`config.mk`:
```
export PLATFORM = sky130hd
export DESIGN_NAME = verdict_collector_flat
export DESIGN_NICKNAME = d
export VERILOG_FILES = /design/src/rtl/verdict_collector_if.sv /design/src/rtl/verdict_collector.sv /design/src/flat_wrapper.sv
export SDC_FILE = /design/constraint.sdc
export NUM_CORES = 2
export LEC_CHECK = 0
export ABC_AREA = 1
export CORE_UTILIZATION = 60
export CTS_CLUSTER_SIZE = 24
export DETAILED_ROUTE_END_ITERATION = 6
export DONT_BUFFER_PORTS = 1
export PLACE_DENSITY = 0.76
export SYNTH_ARGS = -nofsm -noshare
export SYNTH_HDL_FRONTEND = slang
export SYNTH_SLANG_ARGS = --single-unit
export TNS_END_PERCENT = 20
```
`constraint.sdc`:
```
create_clock -name clk -period 16.2 [get_ports clk]
set_clock_uncertainty 0.1 [all_clocks]
set_input_delay 3.24 -clock clk [delete_from_list [all_inputs] [get_ports clk]]
set_output_delay 3.24 -clock clk [all_outputs]
set_load 0.05 [all_outputs]
```
`src/rtl/verdict_collector_if.sv`:
```
// Record stream from the verdict collector to the host / trace consumer.
// The producer holds m_valid and m_data stable until m_ready accepts the record.
interface verdict_collector_if #(
   parameter int W = 227
);
   logic         m_valid;
   logic         m_ready;
   logic [W-1:0] m_data;

   modport master (output m_valid, output m_data, input m_ready);
   modport slave  (input m_valid, input m_data, output m_ready);
endinterface

```
`src/rtl/verdict_collector.sv`:
```
// Verdict collector: captures every enabled cycle in which any of the monitor
// streams d/e/f is active, tags it with a cycle timestamp and queues it in a
// show-ahead FIFO drained over a valid/ready stream.
// Record layout: {ts, mask={f,e,d}, f, e, d}. Inactive value fields read as 0.
// A capture that finds the FIFO full without a pop in the same cycle is
// dropped and counted (sticky overflow flag, saturating counter).
module verdict_collector #(
   parameter int DATA_W = 64,
   parameter int TS_W   = 32,
   parameter int DEPTH  = 8,
   parameter int DROP_W = 16
) (
   input  logic                       clk,
   input  logic                       rst,
   input  logic                       en,
   input  logic [DATA_W-1:0]          output_d,
   input  logic                       output_d_aktv,
   input  logic [DATA_W-1:0]          output_e,
   input  logic                       output_e_aktv,
   input  logic [DATA_W-1:0]          output_f,
   input  logic                       output_f_aktv,
   verdict_collector_if.master        m_if,
   output logic [$clog2(DEPTH):0]     fill_level,
   output logic                       overflow,
   output logic [DROP_W-1:0]          drop_count
);
   localparam int AW    = $clog2(DEPTH);
   localparam int FW    = AW + 1;
   localparam int REC_W = TS_W + 3 + 3 * DATA_W;

   logic [REC_W-1:0]  mem [DEPTH];

   logic [AW-1:0]     wr_ptr_q, wr_ptr_d;
   logic [AW-1:0]     rd_ptr_q, rd_ptr_d;
   logic [FW-1:0]     fill_q, fill_d;
   logic [TS_W-1:0]   ts_q, ts_d;
   logic              valid_q, valid_d;
   logic [REC_W-1:0]  data_q, data_d;
   logic              ovf_q, ovf_d;
   logic [DROP_W-1:0] drop_q, drop_d;

   logic [2:0]        mask;
   logic [REC_W-1:0]  rec;
   logic              capture;
   logic              pop;
   logic              push;
   logic              drop;
   logic              full;

   // Next-state: capture/pop decisions, pointers, fill, timestamp, drop
   // accounting and the registered head-of-queue output.
   always_comb begin
      mask     = {output_f_aktv, output_e_aktv, output_d_aktv};
      rec      = {ts_q, mask,
                  output_f_aktv ? output_f : {DATA_W{1'b0}},
                  output_e_aktv ? output_e : {DATA_W{1'b0}},
                  output_d_aktv ? output_d : {DATA_W{1'b0}}};
      capture  = en & (|mask);
      pop      = valid_q & m_if.m_ready;
      full     = (fill_q == FW'(DEPTH));
      // A full FIFO still accepts a capture when the head leaves this cycle.
      push     = capture & (~full | pop);
      drop     = capture & full & ~pop;

      wr_ptr_d = wr_ptr_q + AW'(push);
      rd_ptr_d = rd_ptr_q + AW'(pop);
      fill_d   = fill_q + FW'(push) - FW'(pop);
      ts_d     = en ? ts_q + TS_W'(1) : ts_q;
      ovf_d    = ovf_q | drop;
      drop_d   = drop_q;
      if (drop && (drop_q != {DROP_W{1'b1}})) begin
         drop_d = drop_q + DROP_W'(1);
      end

      // The output register is loaded with whatever will be at the head after
      // this edge. When the incoming record lands exactly at the new head slot
      // (FIFO empty, or one entry being replaced), forward it directly since
      // the array write has not happened yet.
      valid_d  = (fill_d != '0);
      data_d   = '0;
      if (valid_d) begin
         if (push && (wr_ptr_q == rd_ptr_d)) begin
            data_d = rec;
         end else begin
            data_d = mem[rd_ptr_d];
         end
      end
   end

   // Record storage; contents are don't-care until written, so no reset.
   always_ff @(posedge clk) begin
      if (push && !rst) begin
         mem[wr_ptr_q] <= rec;
      end
   end

   // State registers; reset empties the queue and clears all accounting.
   always_ff @(posedge clk) begin
      if (rst) begin
         wr_ptr_q <= '0;
         rd_ptr_q <= '0;
         fill_q   <= '0;
         ts_q     <= '0;
         valid_q  <= 1'b0;
         data_q   <= '0;
         ovf_q    <= 1'b0;
         drop_q   <= '0;
      end else begin
         wr_ptr_q <= wr_ptr_d;
         rd_ptr_q <= rd_ptr_d;
         fill_q   <= fill_d;
         ts_q     <= ts_d;
         valid_q  <= valid_d;
         data_q   <= data_d;
         ovf_q    <= ovf_d;
         drop_q   <= drop_d;
      end
   end

   assign m_if.m_valid = valid_q;
   assign m_if.m_data  = data_q;
   assign fill_level   = fill_q;
   assign overflow     = ovf_q;
   assign drop_count   = drop_q;
endmodule

```
`src/flat_wrapper.sv`:
```
// flat-port wrapper written by rule: the top's interface ports become plain ports
module verdict_collector_flat 
#(
   parameter int DATA_W = 64,
   parameter int TS_W   = 32,
   parameter int DEPTH  = 8,
   parameter int DROP_W = 16
)
  (clk, rst, en, output_d, output_d_aktv, output_e, output_e_aktv, output_f, output_f_aktv, fill_level, overflow, drop_count, m_if_m_valid, m_if_m_data, m_if_m_ready);
  verdict_collector_if #(.W((32 + (3 + 3 * (64))))) m_if_i ();
  input  logic clk;
  input  logic rst;
  input  logic en;
  input  logic [DATA_W-1:0] output_d;
  input  logic output_d_aktv;
  input  logic [DATA_W-1:0] output_e;
  input  logic output_e_aktv;
  input  logic [DATA_W-1:0] output_f;
  input  logic output_f_aktv;
  output logic [$clog2(DEPTH):0] fill_level;
  output logic overflow;
  output logic [DROP_W-1:0] drop_count;
  output wire logic [$bits(m_if_i.m_valid)-1:0] m_if_m_valid;
  output wire logic [$bits(m_if_i.m_data)-1:0] m_if_m_data;
  input wire logic [$bits(m_if_i.m_ready)-1:0] m_if_m_ready;
  assign m_if_m_valid = m_if_i.m_valid;
  assign m_if_m_data = m_if_i.m_data;
  assign m_if_i.m_ready = m_if_m_ready;
  verdict_collector #(.DATA_W(DATA_W), .TS_W(TS_W), .DEPTH(DEPTH), .DROP_W(DROP_W)) u_core (.clk(clk), .rst(rst), .en(en), .output_d(output_d), .output_d_aktv(output_d_aktv), .output_e(output_e), .output_e_aktv(output_e_aktv), .output_f(output_f), .output_f_aktv(output_f_aktv), .m_if(m_if_i), .fill_level(fill_level), .overflow(overflow), .drop_count(drop_count));
endmodule
```
# After elaboration in Yosys (flattened, before gate mapping)
# Memories as Yosys holds them, arrays and structs flattened. A register that Yosys moved wholly into a read port is not among the register bits.
# Index checks and enable logic that the tools add are counted.
[totals] output_inout_bits=249 in_bits=199 ram_bits=1816 regBits=60 n_memories=1 elab_cells=37
[mem_list] memory="u_core.mem" depth=8 width=227 read_ports=1 rd_ports_with_merged_regs=1 write_ports=1 line="verdict_collector.sv:31" source="logic [REC_W-1:0] mem [DEPTH];"
[op_classes] bitwise_logic=10 eq_ne=2 muxes=5 n_reduce_logical=6 add_sub_neg=6
[op_table] op="$mux W64" n=3
[op_table] op="$add A32 B1 Y32 const B" n=1
[op_table] op="$add A16 B1 Y16 const B" n=1
[op_table] op="$ne A16 B16 Y1 const B" n=1
[op_table] op="$add A3 B1 Y3" n=2
[op_table] op="$and A1 B1 Y1" n=5
[op_table] op="$add A4 B1 Y4" n=1
[op_table] op="$eq A4 B4 Y1 const B" n=1
[op_table] op="$reduce_bool A4 Y1" n=1
[op_table] op="$sub A4 B1 Y4" n=1
[op_table] op="$not A1 Y1" n=3
[op_table] op="$reduce_or A3 Y1" n=1
[op_table] op="$logic_and A1 B1 Y1" n=2
[op_table] op="$mux W1" n=2
[op_table] op="$or A1 B1 Y1" n=2
[op_table] op="$reduce_or A2 Y1" n=1
[op_table] op="$logic_not A1 Y1" n=1

# Logic depth before layout (Yosys ltp)
[logic_depth] word_depth=9 mapped_depth=17 ltp_nobuf=13

# Least setup slack after synthesis
# OpenSTA, ideal clock, no wires.
[synth_timing] kind="in2reg" start="in rst" end="mem u_core.mem[1][0] (netlist bit) (enable)" path_buffers=1 setup_slack_ns=2.103 setup_time_ns=0.818 t_required_ns=15.282 cell_stages=6 arrival_time_ns=13.179 path_cell_list="buf_2 > inv_1 > nand3_1 > inv_1 > nand2_1 > nor2_1"
[synth_between] elab_chain_cells=4
[synth_rtl] element="start: declaration" line="flat_wrapper.sv:12" source="input logic rst;"
[synth_rtl] element="$logic_not A1 Y1" line="verdict_collector.sv:92" source="if (push && !rst) begin"
[synth_rtl] element="$logic_and A1 B1 Y1" line="verdict_collector.sv:92"
[synth_rtl] element="$mux W1" line="verdict_collector.sv:92"
[synth_rtl] element="$mux W1 (not written as such)" line="verdict_collector.sv:93" source="mem[wr_ptr_q] <= rec;"
[synth_rtl] element="end: declaration" line="verdict_collector.sv:31"
# No other way between the ends.

# Worst setup path in the final report
[layout_timing] start="in m_if_m_ready" end="reg u_core.data_q[193] (netlist: u_core.m_if.m_data[193]), read port of u_core.mem"
[layout_between] elab_chain_cells=8 word_cells_on_any_way=9 classes_between="3 x add/sub; 4 x bitwise; 2 x reduce/logical"
[layout_rtl] element="start: declaration" line="flat_wrapper.sv:25" source="input wire logic [$bits(m_if_i.m_ready)-1:0] m_if_m_ready;"
[layout_rtl] element="$and A1 B1 Y1 (*)" line="verdict_collector.sv:59" source="pop = valid_q & m_if.m_ready;"
[layout_rtl] element="$or A1 B1 Y1" line="verdict_collector.sv:62" source="push = capture & (~full | pop);"
[layout_rtl] element="$and A1 B1 Y1" line="verdict_collector.sv:62"
[layout_rtl] element="$add A4 B1 Y4" line="verdict_collector.sv:67" source="fill_d = fill_q + FW'(push) - FW'(pop);"
[layout_rtl] element="$sub A4 B1 Y4" line="verdict_collector.sv:67"
[layout_rtl] element="$reduce_bool A4 Y1" line="verdict_collector.sv:79" source="valid_d = (fill_d != '0);"
[layout_rtl] element="$not A1 Y1 (no line)"
[layout_rtl] element="$reduce_or A2 Y1 (no line)"
[layout_rtl] element="end: declaration" line="verdict_collector.sv:38" source="logic [REC_W-1:0] data_q, data_d;"
# Mark *: on every way between the ends. The rest lies on a longest branch, timed or not.
# A chain may end at the register's enable or synchronous reset.

==> summary.md <==
### STA
* endpoints failing setup: 0
* total negative setup slack: 0 ps
* achievable frequency: 125.5 MHz
* number of hold violations in the final report: 0
* min Tclk post-route: 7970 ps
* minimum setup slack in the final design: 8230 ps
* measured slew at the worst slew-check pin: 1228 ps
* relative max-transition margin: 18.12%
* max-slew violation count: 0
* unrepaired setup endpoints after global routing: false
* portion of the clock cycle consumed by the worst path in the final layout: 49.20%

### Drt
* via count of the routed design: 62040
* met1 wire length: 89740 µm
* detailed-routing iteration count for the pre-antenna-repair pass: 6
* met2 WL post-DR: 110200 µm
* average vias per placed instance: 5.992
* Top Metal Used: met5
* met3 wire length: 25380 µm
* Avg WL per Cell: 22.53 µm
* drt total wl: 233300 µm
* post-detailed-route DRC marker count: 0
* Antenna Violating Nets Remaining: 0
* 1st-iter DRT viols: 7648

### Layout
* fraction of final layout cells sized beyond drive strength 1: 5.119%
* Sequential Area: 60280 µm²
* synthesis-to-finish area growth: 8.821%
* area of the multi-input gates: 23370 µm²
* nets@finish: 8449
* Filler cells: 10710
* Final Non-Filler Cells: 10350

### Power and ir drop
* switching power total: 0.005853 W
* Cell Pwr Density: 163.2 nW/µm²
* Gate power share: 21.9%
* proportion of power drawn by the clock network: 30.6%
* Max VDD drop: 0.2052 mV
* fraction of power spent switching nets: 36.85%
* cell leakage power: 39.11 nW
* share of power burned in registers: 47.6%
* Internal Power: 0.01003 W

### Min path
* number of stages on the worst hold path: 2
* Hold WC Path Type: reg2reg
* Hold Path Origin: u_core.wr_ptr_q[2]
* Worst Hold Path EP: u_core.wr_ptr_q[2]

### Yosys
* dominant cell by count in the synthesized netlist: sky130_fd_sc_hd__nand2_1
* distinct cell type count of the synthesized netlist: 27
* number of flops mapped to enable cells by yosys: 1816
* net count of the mapped netlist: 8732
* proportion of synthesized flip-flops having asynchronous set or reset: 0%
* primary flip-flop cell chosen by synthesis mapping: sky130_fd_sc_hd__edfxtp_1
* most area-consuming cells after synthesis: sky130_fd_sc_hd__edfxtp_1 (61%), sky130_fd_sc_hd__nand3_1 (9.6%), sky130_fd_sc_hd__nand2_1 (7.9%), sky130_fd_sc_hd__dfxtp_1 (6.4%), sky130_fd_sc_hd__nand3b_1 (4.7%)
* average cell area after synthesis: 10.49 µm²
* yosys warns: 0
* top cell types by occurrence after synthesis: sky130_fd_sc_hd__nand2_1 (1872), sky130_fd_sc_hd__edfxtp_1 (1816), sky130_fd_sc_hd__nand3_1 (1710)
* post-synthesis instance area: 89410 µm²
* post-synth top area share: 60.99%
* portion of the post-synthesis area used by sequential elements: 67.42%
* gate count after technology mapping: 8522
* flops & latches, synth: 2103
* library cell with the largest summed area after synthesis: sky130_fd_sc_hd__edfxtp_1

### Floorplanning
* Rows: 141
* num ports: 448
* CORE AREA: 147800 µm²
* initial core utilization: 60.48%
* floorplan die height: 388.0 µm
* width of the die: 388.0 µm
* full die area: 150600 µm²

### Clock network
* Clock Sinks: 2103
* clock root buffer: sky130_fd_sc_hd__clkbuf_16
* number of gates given a new drive strength after cts: 0
* CTS tree: built
* number of buffers added by the clock tree synthesis step: 204
* clock-pin slew reported for the worst setup and hold paths after clock tree synthesis: 60 ps
* post-CTS repair timing setup buffer count: 0
* Bufs on Longest Clock Path: 3
* Worst-Skew Late Latency: 880 ps
* count of hold-fix buffers inserted at cts: 0
* Clock H-tree levels: 4

### Worst setup path
* endpoint type of the worst setup path: flop
* signal arrival time at the worst endpoint: 8610 ps
* worst reg-to-reg setup slack: 9680 ps
* data required time of the critical path: 16840 ps
* start of the worst register-to-register path: u_core.m_if.m_valid
* worst setup path category: in2reg
* end of the worst register-to-register path: u_core.m_if.m_data[193]
* startpoint kind of the worst setup timing path: input pin
* critical path peak fanout: 66
* depth of the most critical reg-to-reg path: 15

### Placed design
* setup slack at placement: 7489 ps
* port buffer count: 0
* count of placed standard cells including taps: 9963
* detailed-placement wirelength estimate: 113400 µm
* routability congestion estimate: 0.8422

### Status
* result of the run: finished clean

### Global route
* largest net degree at the start of global routing: 204
* number of global-route vias before repair: 60560
* Total Routing Usage GR: 30.55%
* GRT overflow: 0
* first-pass GRT wire length: 353100 µm
* number of antenna violations at the first check in global routing: 13

### Run
* Max Cap Viol: 0

-- how the worst max path moves through the flow --
stage,startpoint,to
after floorplan,rst,u_core.mem[1][0]
after global placement,m_if_m_ready,u_core.m_if.m_data[192]
after detailed placement,m_if_m_ready,u_core.m_if.m_data[193]
after CTS,m_if_m_ready,u_core.m_if.m_data[193]
after global routing,m_if_m_ready,u_core.m_if.m_data[193]
final,m_if_m_ready,u_core.m_if.m_data[193]
-- cells by family after synthesis --
group	Yosys count	synth area share, %
and+or+nand+nor	4716	24.60
AOI/OAI and AO/OA	190	1.076
buffers and inverters	1488	6.607
DFF	2103	67.42
xor gates and xnor gates	14	0.1371
adders and majority gates	11	0.1623
-- final cells by class --
type	instances	area share [%]
Antenna cell	4	0.01029
Clock inverter	107	1.258
Multi-Input combinational cell	4931	24.02
Tap cell	1930	2.482
Timing Repair Buffer	83	0.8076
Sequential cell	2103	61.95
Inverter	916	3.547
Clock buffer	279	5.921
-- power groups by stage --
stage / Sequential [W] / Clock, W / Combinational [W]
after global placement: 0.00767 / 0 / 0.00331
after CTS: 0.00755 / 0.00489 / 0.00343
after floorplan: 0.00751 / 0 / 0.00249
after global routing: 0.00757 / 0.00510 / 0.00384
final: 0.00755 / 0.00486 / 0.00347
after detailed placement: 0.00766 / 0 / 0.00340
-- cell usage in the layout (no fill, tap or decap), types with 10 or more instances in the layout --
cell type / n
sky130_fd_sc_hd__o21ai_0: 14
sky130_fd_sc_hd__edfxtp_1: 1816
sky130_fd_sc_hd__buf_12: 13
sky130_fd_sc_hd__nor2_1: 532
sky130_fd_sc_hd__clkinv_2: 45
sky130_fd_sc_hd__nor3_1: 24
sky130_fd_sc_hd__nand3_1: 1709
sky130_fd_sc_hd__buf_4: 70
sky130_fd_sc_hd__a21oi_1: 169
sky130_fd_sc_hd__clkinv_1: 19
sky130_fd_sc_hd__xor2_1: 10
sky130_fd_sc_hd__dfxtp_1: 287
sky130_fd_sc_hd__nand3b_1: 558
sky130_fd_sc_hd__clkbuf_16: 207
sky130_fd_sc_hd__clkbuf_8: 31
sky130_fd_sc_hd__nand2_1: 1868
sky130_fd_sc_hd__clkbuf_1: 41
sky130_fd_sc_hd__bufinv_16: 16
sky130_fd_sc_hd__inv_1: 912
-- per-layer routing --
layer	up-vias	global-route usage, %
met2	3343	49.14
met4	18	11.86
met1	30010	40.63
li1	28140	-
met5	-	0
met3	529	6.872
-- sequential cells by signal, indices dropped and copies added (netlist names) --
name and flops:
u_core.drop_count 16, u_core.fill_level 4, u_core.m_if.m_data 227, u_core.m_if.m_valid 1, u_core.mem 1816, u_core.overflow 1, u_core.rd_ptr_q 3, u_core.ts_q 32
u_core.wr_ptr_q 3
-- critical path, cell delays in order --
cell and delay, ps:
sky130_fd_sc_hd__nand3_4 530, sky130_fd_sc_hd__inv_1 290, sky130_fd_sc_hd__ha_4 180, sky130_fd_sc_hd__inv_2 40
sky130_fd_sc_hd__nand2_1 90, sky130_fd_sc_hd__nand2_4 450, sky130_fd_sc_hd__nand2_1 290, sky130_fd_sc_hd__a21oi_4 70
sky130_fd_sc_hd__buf_4 390, sky130_fd_sc_hd__nand2_4 920, sky130_fd_sc_hd__buf_4 730, sky130_fd_sc_hd__buf_4 910
sky130_fd_sc_hd__nand2_1 120, sky130_fd_sc_hd__nor2_1 150, sky130_fd_sc_hd__nor2_1 50
-- through the flow --
stage,utilization [%],power [W],hold slack (ps),instance area [µm²]
floorplan,-,0.01000,420.9,89410
global placement,61.08,0.01098,473.5,90300
detailed placement,61.08,0.01107,470.4,90300
CTS,65.80,0.01587,489.4,97280
global route,65.81,0.01651,514.7,97290
finish,65.81,0.01588,491.0,97290
Note: power is estimated with default switching activity, not from simulation.
